**src/rtl/temple_run_pkg.sv**
```systemverilog
// Shared lane codes, move encodings, player FSM states and lane ranking.
// The game generator imports the same package.
package temple_run_pkg;

    localparam int unsigned CODE_W = 2;
    localparam int unsigned LANE_W = 3;
    localparam int unsigned CNT_W  = 4;
    localparam int unsigned RANK_W = 2;

    typedef logic [CODE_W-1:0] code_t;

    localparam code_t OBST  = 2'b00;
    localparam code_t CLEAR = 2'b01;
    localparam code_t COIN  = 2'b10;

    localparam logic [LANE_W-1:0] MV_RIGHT  = 3'b100;
    localparam logic [LANE_W-1:0] MV_CENTRE = 3'b010;
    localparam logic [LANE_W-1:0] MV_LEFT   = 3'b001;
    localparam logic [LANE_W-1:0] MV_NONE   = 3'b000;

    typedef enum logic [1:0] {
        ST_IDLE,
        ST_DECIDE,
        ST_ISSUE,
        ST_OVER
    } state_t;

    typedef struct packed {
        code_t right;
        code_t centre;
        code_t left;
    } row_t;

    // Coin beats clear beats obstacle; the reserved code ranks as an obstacle.
    function automatic logic [RANK_W-1:0] code_rank(input code_t c);
        case (c)
            COIN:    return RANK_W'(2);
            CLEAR:   return RANK_W'(1);
            default: return RANK_W'(0);
        endcase
    endfunction

endpackage

```
**src/rtl/temple_run_lane_pick.sv**
```systemverilog
// Combinational lane chooser: best-ranked lane reachable from the current lane.
// Ties resolve current lane first, then centre, right, left.
module temple_run_lane_pick
    import temple_run_pkg::*;
(
    input  logic [LANE_W-1:0] lane,
    input  row_t              row,
    output logic [LANE_W-1:0] pick_lane_c,
    output code_t             pick_code_c
);

    code_t             cur_code;
    logic [RANK_W-1:0] best_rank;

    always_comb begin
        case (lane)
            MV_RIGHT: cur_code = row.right;
            MV_LEFT:  cur_code = row.left;
            default:  cur_code = row.centre;
        endcase

        pick_lane_c = lane;
        pick_code_c = cur_code;
        best_rank   = code_rank(cur_code);

        // Only strictly better lanes displace an earlier candidate; centre is always reachable.
        if (code_rank(row.centre) > best_rank) begin
            pick_lane_c = MV_CENTRE;
            pick_code_c = row.centre;
            best_rank   = code_rank(row.centre);
        end
        if (lane != MV_LEFT && code_rank(row.right) > best_rank) begin
            pick_lane_c = MV_RIGHT;
            pick_code_c = row.right;
            best_rank   = code_rank(row.right);
        end
        if (lane != MV_RIGHT && code_rank(row.left) > best_rank) begin
            pick_lane_c = MV_LEFT;
            pick_code_c = row.left;
            best_rank   = code_rank(row.left);
        end
    end

endmodule

```
**src/rtl/temple_run_player.sv**
```systemverilog
// Autonomous temple-run player: takes each row, issues a one-hot move over
// valid/ready and keeps coin, hit and lives bookkeeping with sticky game-over.
module temple_run_player
    import temple_run_pkg::*;
#(
    parameter int unsigned LIVES  = 3,
    parameter int unsigned COIN_W = 10
) (
    input  logic                clk,
    input  logic                rst,
    input  logic [CODE_W-1:0]   path_right,
    input  logic [CODE_W-1:0]   path_centre,
    input  logic [CODE_W-1:0]   path_left,
    input  logic                row_valid,
    output logic [LANE_W-1:0]   move,
    output logic                move_valid,
    input  logic                move_ready,
    output logic [LANE_W-1:0]   lane,
    output logic [COIN_W-1:0]   coins,
    output logic [CNT_W-1:0]    hits,
    output logic [CNT_W-1:0]    lives,
    output logic                game_over,
    output logic                overrun
);

    state_t              state_q, state_d;
    row_t                row_q, row_d;
    logic [LANE_W-1:0]   move_q, move_d;
    logic                move_valid_q, move_valid_d;
    code_t               move_code_q, move_code_d;
    logic [LANE_W-1:0]   lane_q, lane_d;
    logic [COIN_W-1:0]   coins_q, coins_d;
    logic [CNT_W-1:0]    hits_q, hits_d;
    logic [CNT_W-1:0]    lives_q, lives_d;
    logic                game_over_q, game_over_d;
    logic                overrun_q, overrun_d;

    logic [LANE_W-1:0]   pick_lane_c;
    code_t               pick_code_c;
    logic                accept;
    row_t                in_row;

    assign in_row = '{right: path_right, centre: path_centre, left: path_left};
    assign accept = move_valid_q && move_ready;

    temple_run_lane_pick u_lane_pick (
        .lane        (lane_q),
        .row         (row_q),
        .pick_lane_c (pick_lane_c),
        .pick_code_c (pick_code_c)
    );

    // State and bookkeeping registers.
    always_ff @(posedge clk) begin
        if (rst) begin
            state_q      <= ST_IDLE;
            row_q        <= '0;
            move_q       <= MV_NONE;
            move_valid_q <= 1'b0;
            move_code_q  <= OBST;
            lane_q       <= MV_CENTRE;
            coins_q      <= '0;
            hits_q       <= '0;
            lives_q      <= CNT_W'(LIVES);
            game_over_q  <= 1'b0;
            overrun_q    <= 1'b0;
        end else begin
            state_q      <= state_d;
            row_q        <= row_d;
            move_q       <= move_d;
            move_valid_q <= move_valid_d;
            move_code_q  <= move_code_d;
            lane_q       <= lane_d;
            coins_q      <= coins_d;
            hits_q       <= hits_d;
            lives_q      <= lives_d;
            game_over_q  <= game_over_d;
            overrun_q    <= overrun_d;
        end
    end

    // Next-state, handshake and scoring.
    always_comb begin
        state_d      = state_q;
        row_d        = row_q;
        move_d       = move_q;
        move_valid_d = move_valid_q;
        move_code_d  = move_code_q;
        lane_d       = lane_q;
        coins_d      = coins_q;
        hits_d       = hits_q;
        lives_d      = lives_q;
        game_over_d  = game_over_q;
        overrun_d    = overrun_q;

        case (state_q)
            ST_IDLE: begin
                if (row_valid) begin
                    row_d   = in_row;
                    state_d = ST_DECIDE;
                end
            end
            ST_DECIDE: begin
                move_d       = pick_lane_c;
                move_code_d  = pick_code_c;
                move_valid_d = 1'b1;
                state_d      = ST_ISSUE;
                if (row_valid) begin
                    overrun_d = 1'b1;
                end
            end
            ST_ISSUE: begin
                if (accept) begin
                    lane_d       = move_q;
                    move_d       = MV_NONE;
                    move_valid_d = 1'b0;
                    if (move_code_q == COIN) begin
                        if (coins_q != '1) begin
                            coins_d = coins_q + COIN_W'(1);
                        end
                    end else if (move_code_q != CLEAR) begin
                        if (hits_q != '1) begin
                            hits_d = hits_q + CNT_W'(1);
                        end
                        lives_d = lives_q - CNT_W'(1);
                    end
                    if (lives_d == '0) begin
                        state_d     = ST_OVER;
                        game_over_d = 1'b1;
                    end else if (row_valid) begin
                        row_d   = in_row;
                        state_d = ST_DECIDE;
                    end else begin
                        state_d = ST_IDLE;
                    end
                end else if (row_valid) begin
                    overrun_d = 1'b1;
                end
            end
            ST_OVER: begin
                state_d = ST_OVER;
            end
            default: begin
                state_d = ST_IDLE;
            end
        endcase
    end

    assign move       = move_q;
    assign move_valid = move_valid_q;
    assign lane       = lane_q;
    assign coins      = coins_q;
    assign hits       = hits_q;
    assign lives      = lives_q;
    assign game_over  = game_over_q;
    assign overrun    = overrun_q;

endmodule

```
**config.mk**
```make
export PLATFORM = sky130hd
export DESIGN_NAME = temple_run_player
export DESIGN_NICKNAME = d
export VERILOG_FILES = /design/src/rtl/temple_run_pkg.sv /design/src/rtl/temple_run_lane_pick.sv /design/src/rtl/temple_run_player.sv
export SDC_FILE = /design/constraint.sdc
export NUM_CORES = 1
export LEC_CHECK = 0
export CORE_ASPECT_RATIO = 0.6
export CORE_MARGIN = 2
export CORE_UTILIZATION = 47
export DETAILED_ROUTE_END_ITERATION = 8
export GPL_ROUTABILITY_DRIVEN = 0
export PLACE_DENSITY = 0.82
export SLEW_MARGIN = 20
export SYNTH_ARGS = -nofsm -noshare
export SYNTH_HDL_FRONTEND = slang
export SYNTH_SLANG_ARGS = --single-unit
```
**constraint.sdc**
```tcl
create_clock -name clk -period 3.9 [get_ports clk]
set_input_delay 0.39 -clock clk [delete_from_list [all_inputs] [get_ports clk]]
set_output_delay 0.39 -clock clk [all_outputs]
set_load 0.005 [all_outputs]
```
; ---- Yosys cells after proc, flatten, opt, wreduce, memory -nomap -nowiden
; Cells that the tools add are included.
[totals]
register_bits = 37
input_bits = 10
out_inout_bits = 27
wordCells = 91
[classes]
add_sub_neg = 3
order_cmp = 3
n_eq_ne = 23
n_mux = 33
bitwise = 1
reduce_logical = 15
[op_table]
columns = cell, count
row1 = $pmux W2 S2, 5
row2 = $mux W6, 3
row3 = $mux W2, 8
row4 = $mux W4, 4
row5 = $eq A2 B2 Y1 const B, 7
row6 = $mux W3, 4
row7 = $pmux W6 S2, 1
row8 = $add A10 B1 Y10 const B, 1
row9 = $eq A2 B1 Y1 const B, 5
row10 = $ne A10 B10 Y1 const B, 1
row11 = $ne A2 B2 Y1 const B, 4
row12 = $pmux W2 S4, 1
row13 = $reduce_and A2 Y1, 4
row14 = $gt A2 B2 Y1, 3
row15 = $pmux W3 S2, 1
row16 = $reduce_and A3 Y1, 2
row17 = $reduce_and A5 Y1, 1
row18 = $add A4 B1 Y4 const B, 1
row19 = $logic_not A4 Y1, 1
row20 = $mux W1, 4
row21 = $ne A4 B4 Y1 const B, 1
row22 = $pmux W1 S2, 2
row23 = $reduce_and A4 Y1, 1
row24 = $reduce_bool A2 Y1, 2
row25 = other kinds (9), 11

; ---- Longest topological paths before layout
[logic_depth]
depth_word = 13
mapped_depth = 20
depth_no_buf = 19

; ---- Hierarchy
; From an unflattened synthesis, not the netlist that was laid out.
[hier_totals]
cells_unflattened = 260
area_unflattened_um2 = 2239.6
[modules_own_cells]
columns = mod, n_inst, cells_each, area_each_um2, seq_area_each_um2
row1 = temple_run_player, 1, 197, 1808.0, 740.7
row2 = temple_run_lane_pick, 1, 63, 431.7, 0.0

; ---- Least setup slack after synthesis
; No wires, ideal clock.
[synth_timing]
path_kind = register to register
startpoint = register lane_q[0] (netlist: lane[0])
endpoint = register move_code_q[1]
setup_time_ns = 0.086
arrival_ns = 3.671
t_required_ns = 3.814
path_slack_ns = 0.142
stages_incl_launch_ff = 19
path_buffers = 1
synth_period_minus_slack_ns = 3.758
path_cell_list = dfxtp_1 -> buf_4 -> and4bb_1 -> a211oi_2 -> nand2_1 -> or2_1 -> ha_1 -> nor2b_1 -> o22ai_1 -> ha_1 -> nor2b_1 -> o211ai_2 -> mux2_2 -> ha_1 -> nand2_1 -> o211ai_2 -> nand2b_1 -> o221ai_1 -> a221oi_2
[synth_between]
elab_chain_cells = 12
word_cells_on_any_way = 18
classes_between = order compare (3) / eq/ne (6) / mux (7) / reduce/logical (2)
[synth_lines]
columns = element, line
row1 = "start, declared", temple_run_player.sv:31  ; logic [LANE_W-1:0] lane_q, lane_d;
row2 = "start signal, assigned", temple_run_player.sv:73  ; lane_q <= lane_d;
row3 = $eq A3 B1 Y1 or $eq A3 B3 Y1 (tied branches), temple_run_lane_pick.sv:16  ; case (lane)
row4 = $pmux W2 S2, temple_run_lane_pick.sv:16
row5 = $eq A2 B1 Y1 or $eq A2 B2 Y1 (tied branches), temple_run_pkg.sv:36  ; case (c)
row6 = $pmux W2 S2, temple_run_pkg.sv:36
row7 = $gt A2 B2 Y1, temple_run_lane_pick.sv:27  ; if (code_rank(row.centre) > best_rank) begin
row8 = $mux W2, temple_run_lane_pick.sv:27
row9 = $gt A2 B2 Y1, temple_run_lane_pick.sv:32  ; if (lane != MV_LEFT && code_rank(row.right) > best_rank) begin
row10 = $logic_and A1 B1 Y1, temple_run_lane_pick.sv:32
row11 = $mux W2, temple_run_lane_pick.sv:32
row12 = $gt A2 B2 Y1, temple_run_lane_pick.sv:37  ; if (lane != MV_RIGHT && code_rank(row.left) > best_rank) begin
row13 = $logic_and A1 B1 Y1, temple_run_lane_pick.sv:37
row14 = $mux W2 *, temple_run_lane_pick.sv:37
row15 = "end signal, assigned", temple_run_player.sv:72  ; move_code_q <= move_code_d;
row16 = "end, declared", temple_run_player.sv:30  ; code_t move_code_q, move_code_d;
; Every way passes the cells marked *; elsewhere a longest branch is shown, timed or not.
; A chain may end at the register's enable or synchronous reset.

; ---- Worst setup path in the final report
[layout_timing]
startpoint = register lane_q[2] (netlist: lane[2])
endpoint = register move_code_q[0]
; The elaborated chain is that of the path after synthesis.

==> impl_metrics.toml <==
[status]
status = "completed"

[min_path]
holdPathStages = 2
worstHoldPathType = "register to register"

[place]
placed_area_sq_um = 2580
io_buffer_count = 36
dp_hpwl_microns = 3623
post-place-ws_ns = -0.02795

[yosys]
avgSynthCellArea_sq_um = 8.795
yosysTopAreaCell = "dfxtp_1"
synth_edf_count = 0
synth.distinct_cells = 55
netlist_area_sq_um = 2102
yosysSeqAreaShare_pct = 35.24
synth-seq-cells = 37
synthCells = 239
ys_top_cells_by_area = "dfxtp_1 35%, nor2_1 6.4%, ha_1 5.4%"
synthArstFlopShare_pct = 0
yosysTopAreaCellShare_pct = 35.24
synth_ff_type = "dfxtp_1"
syn_nets = 258
synth_warnings = 0

[clocking]
cts_buffer_depth = 2
htree_levels = 2
clk_pin_slew_ns = 0.07
clkLatencyLatePin_ns = 0.29
hold_buffers = 0
cts_tree = "done"
root_buffer = "clkbuf_8"
cts_sinks = 37
cts_inserted_buffers = 5

[global_route]
grt_max_degree = 28
track_usage_pct = 20.18
grt_pass1_wl_microns = 8169
first_global_vias = 1644
antenna_found_initial = 0
grt_overflow = 0

[timing]
min_period_over_period_pct = 95.45
hold_viol = 0
fin_crit_ns = 3.722
tightest_slew_ns = 0.4657
maxSlewHeadroom_pct = 68.84
setup_ws_ns = 0.1775
finalSetupTns_ns = 0
drv_slew = 0
max_freq_mhz = 268.6
setup_violations = 0
finClkSkew_ns = 0.008751

[die]
io_pins = 37
std_cell_rows = 18
die-area_sq_um = 5041
coreArea_sq_um = 4212
dieHeight_microns = 55.80
initial_core_util_pct = 49.91
die_w_microns = 90.34

[critical_path]
rr_worst_depth = 19
critPathLaunchType = "register"
required_ns = 4.10
cp.arrival_ns = 3.92
worst-path-max-fanout = 12
crit_type = "register to register"
crit_path_end_kind = "register"

[finish]
syn2layout_area_growth_pct = 32.50
nNetsFinal = 308
layout-drive-gt1-share_pct = 18.62
insertedDiodeCount = 0
postLayoutCellArea_sq_um = 2785
fin_util_pct = 66.13

[detailed_routing]
route.detailed.drc = 0
antenna_left = 0
dr.pass1.iters = 5
wl_per_cell_microns = 14.13
num_vias = 1854
wirelength_microns = 4944
drt_iter0_drc = 152
via_per_inst = 5.297

[power_and_ir_drop]
leakage_uw = 0.001077
ir_drop_mv = 0.1733
power_density_nw_per_um2 = 351.4

[flow_run]
max_cap_violations = 0
-- timing repair --
| item | in CTS | in global routing |
|---|---|---|
| setup buffers | 0 | 3 |
| pin swaps | 0 | 15 |
| endpoints found under the setup margin | 1 | 5 |
| resized for setup | 2 | 18 |
-- worst paths after layout --
path	startpoint	to	slack (ns)
worst max-delay path	lane[2]$_SDFFE_PP0P_	move_code_q[0]$_SDFFE_PP0P_	0.18
worst max register to register	lane[2]$_SDFFE_PP0P_	move_code_q[0]$_SDFFE_PP0P_	0.18
worst min-delay path	move[0]$_SDFFE_PP0P_	lane[0]$_SDFFE_PP0P_	0.47
worst min register to register	move[0]$_SDFFE_PP0P_	lane[0]$_SDFFE_PP0P_	0.47
-- critical path, cell delays in order, from the launching register on --
cell and delay [ns]:
dfxtp_4 0.41, and4bb_1 0.23, a31oi_2 0.16, nand2_1 0.10
or2_4 0.29, ha_4 0.25, nor2b_4 0.12, o22ai_2 0.19
ha_2 0.30, nand2_2 0.08, o211ai_4 0.09, nand2_1 0.07
o21ai_1 0.07, ha_1 0.32, nor2b_4 0.14, o211ai_4 0.25
nand2_2 0.06, a31oi_1 0.15, o31ai_1 0.10, a311oi_1 0.25
-- final cells by class --
class                           count  area [sq um]
Fill cell                         354          1426
Multi-Input combinational cell    185          1346
Clock inverter                      1         5.005
Clock buffer                        7         96.34
Sequential cell                    37         752.0
Timing Repair Buffer               52         480.5
Inverter                            8         30.03
Tap cell                           60         75.07
-- cell usage in the layout, fill, tap and decap left out, types with 2 or more instances in the layout --
master           instances
nor2b_4                  2
ha_2                     2
inv_1                    8
and3_1                   2
o211ai_4                 2
nand3b_1                 2
clkdlybuf4s50_1         36
ha_1                     6
buf_4                   16
dfxtp_1                 34
nand3_1                  5
nor3_1                   4
clkbuf_8                 7
xnor2_1                 11
nand4_1                  4
mux2i_1                 10
nand2b_1                 6
nor2_1                  36
and4_1                   2
nor3b_2                  2
a31oi_1                  3
nor2b_1                  4
nand2_2                  3
xor2_1                   5
nand2_1                 20
and4bb_1                 2
and2_1                   2
dfxtp_4                  3
a31oi_2                  2
a21oi_1                 11
o21ai_1                  4
o21ai_0                  5
-- metrics by stage --
stage,cells,power (uW),hold slack [ns]
after floorplan,239,559.0,0.4604
after global placement,339,629.8,0.4597
after detailed placement,339,635.6,0.4600
after CTS,347,928.8,0.4761
after global routing,350,1033,0.5120
final,350,978.6,0.4676
-- report_power, final --
part / switching (uW) / internal [uW] / leakage [uW]
logic: 137 / 142 / 0.000721
clock network: 134 / 160 / 0.0000542
registers: 16.0 / 390 / 0.000302
total: 287 / 692 / 0.00108
-- kinds of logic after synthesis --
kind of cell / after synthesis / synth area share (%)
buf+inv: 17 / 4.048
compound gates: 42 / 15.36
xor+xnor: 16 / 6.666
simple gates: 106 / 27.32
fa+ha+maj: 9 / 5.357
mux: 12 / 6.012
flops: 37 / 35.24
-- routing by layer --
layer  track usage, %  wire length, microns  vias to the layer above
met5                0                     0                        -
met4            5.275                    48                        0
met3            5.691                   380                        7
met2            26.42                  1904                       65
met1            31.57                  2611                      841
li1                 -                     -                      941
-- sequential cells by signal, summed over array words and instances (netlist names) --
name         count
row_q            6
move             3
game_over        1
hits             4
move_valid       1
overrun          1
lane             3
move_code_q      2
lives            4
state_q          2
coins           10
-- Yosys cell counts (2+ instances only) --
cell type,number
o21ai_0,5
xnor2_1,11
and2_1,2
nand2_1,21
nand2b_1,6
and3_1,2
nand2_2,2
inv_1,8
nor2_1,36
buf_2,2
dfxtp_1,37
and4bb_1,2
buf_4,3
nand3_1,5
ha_1,9
nor3b_2,2
o211ai_2,2
nor3_1,4
mux2i_1,10
a31oi_1,4
and4_1,2
o21ai_1,4
nor2b_1,7
nand3b_1,2
xor2_1,5
nand4_1,4
clkbuf_1,3
o22ai_1,2
a21oi_1,11
(Power assumes the default switching activity.)
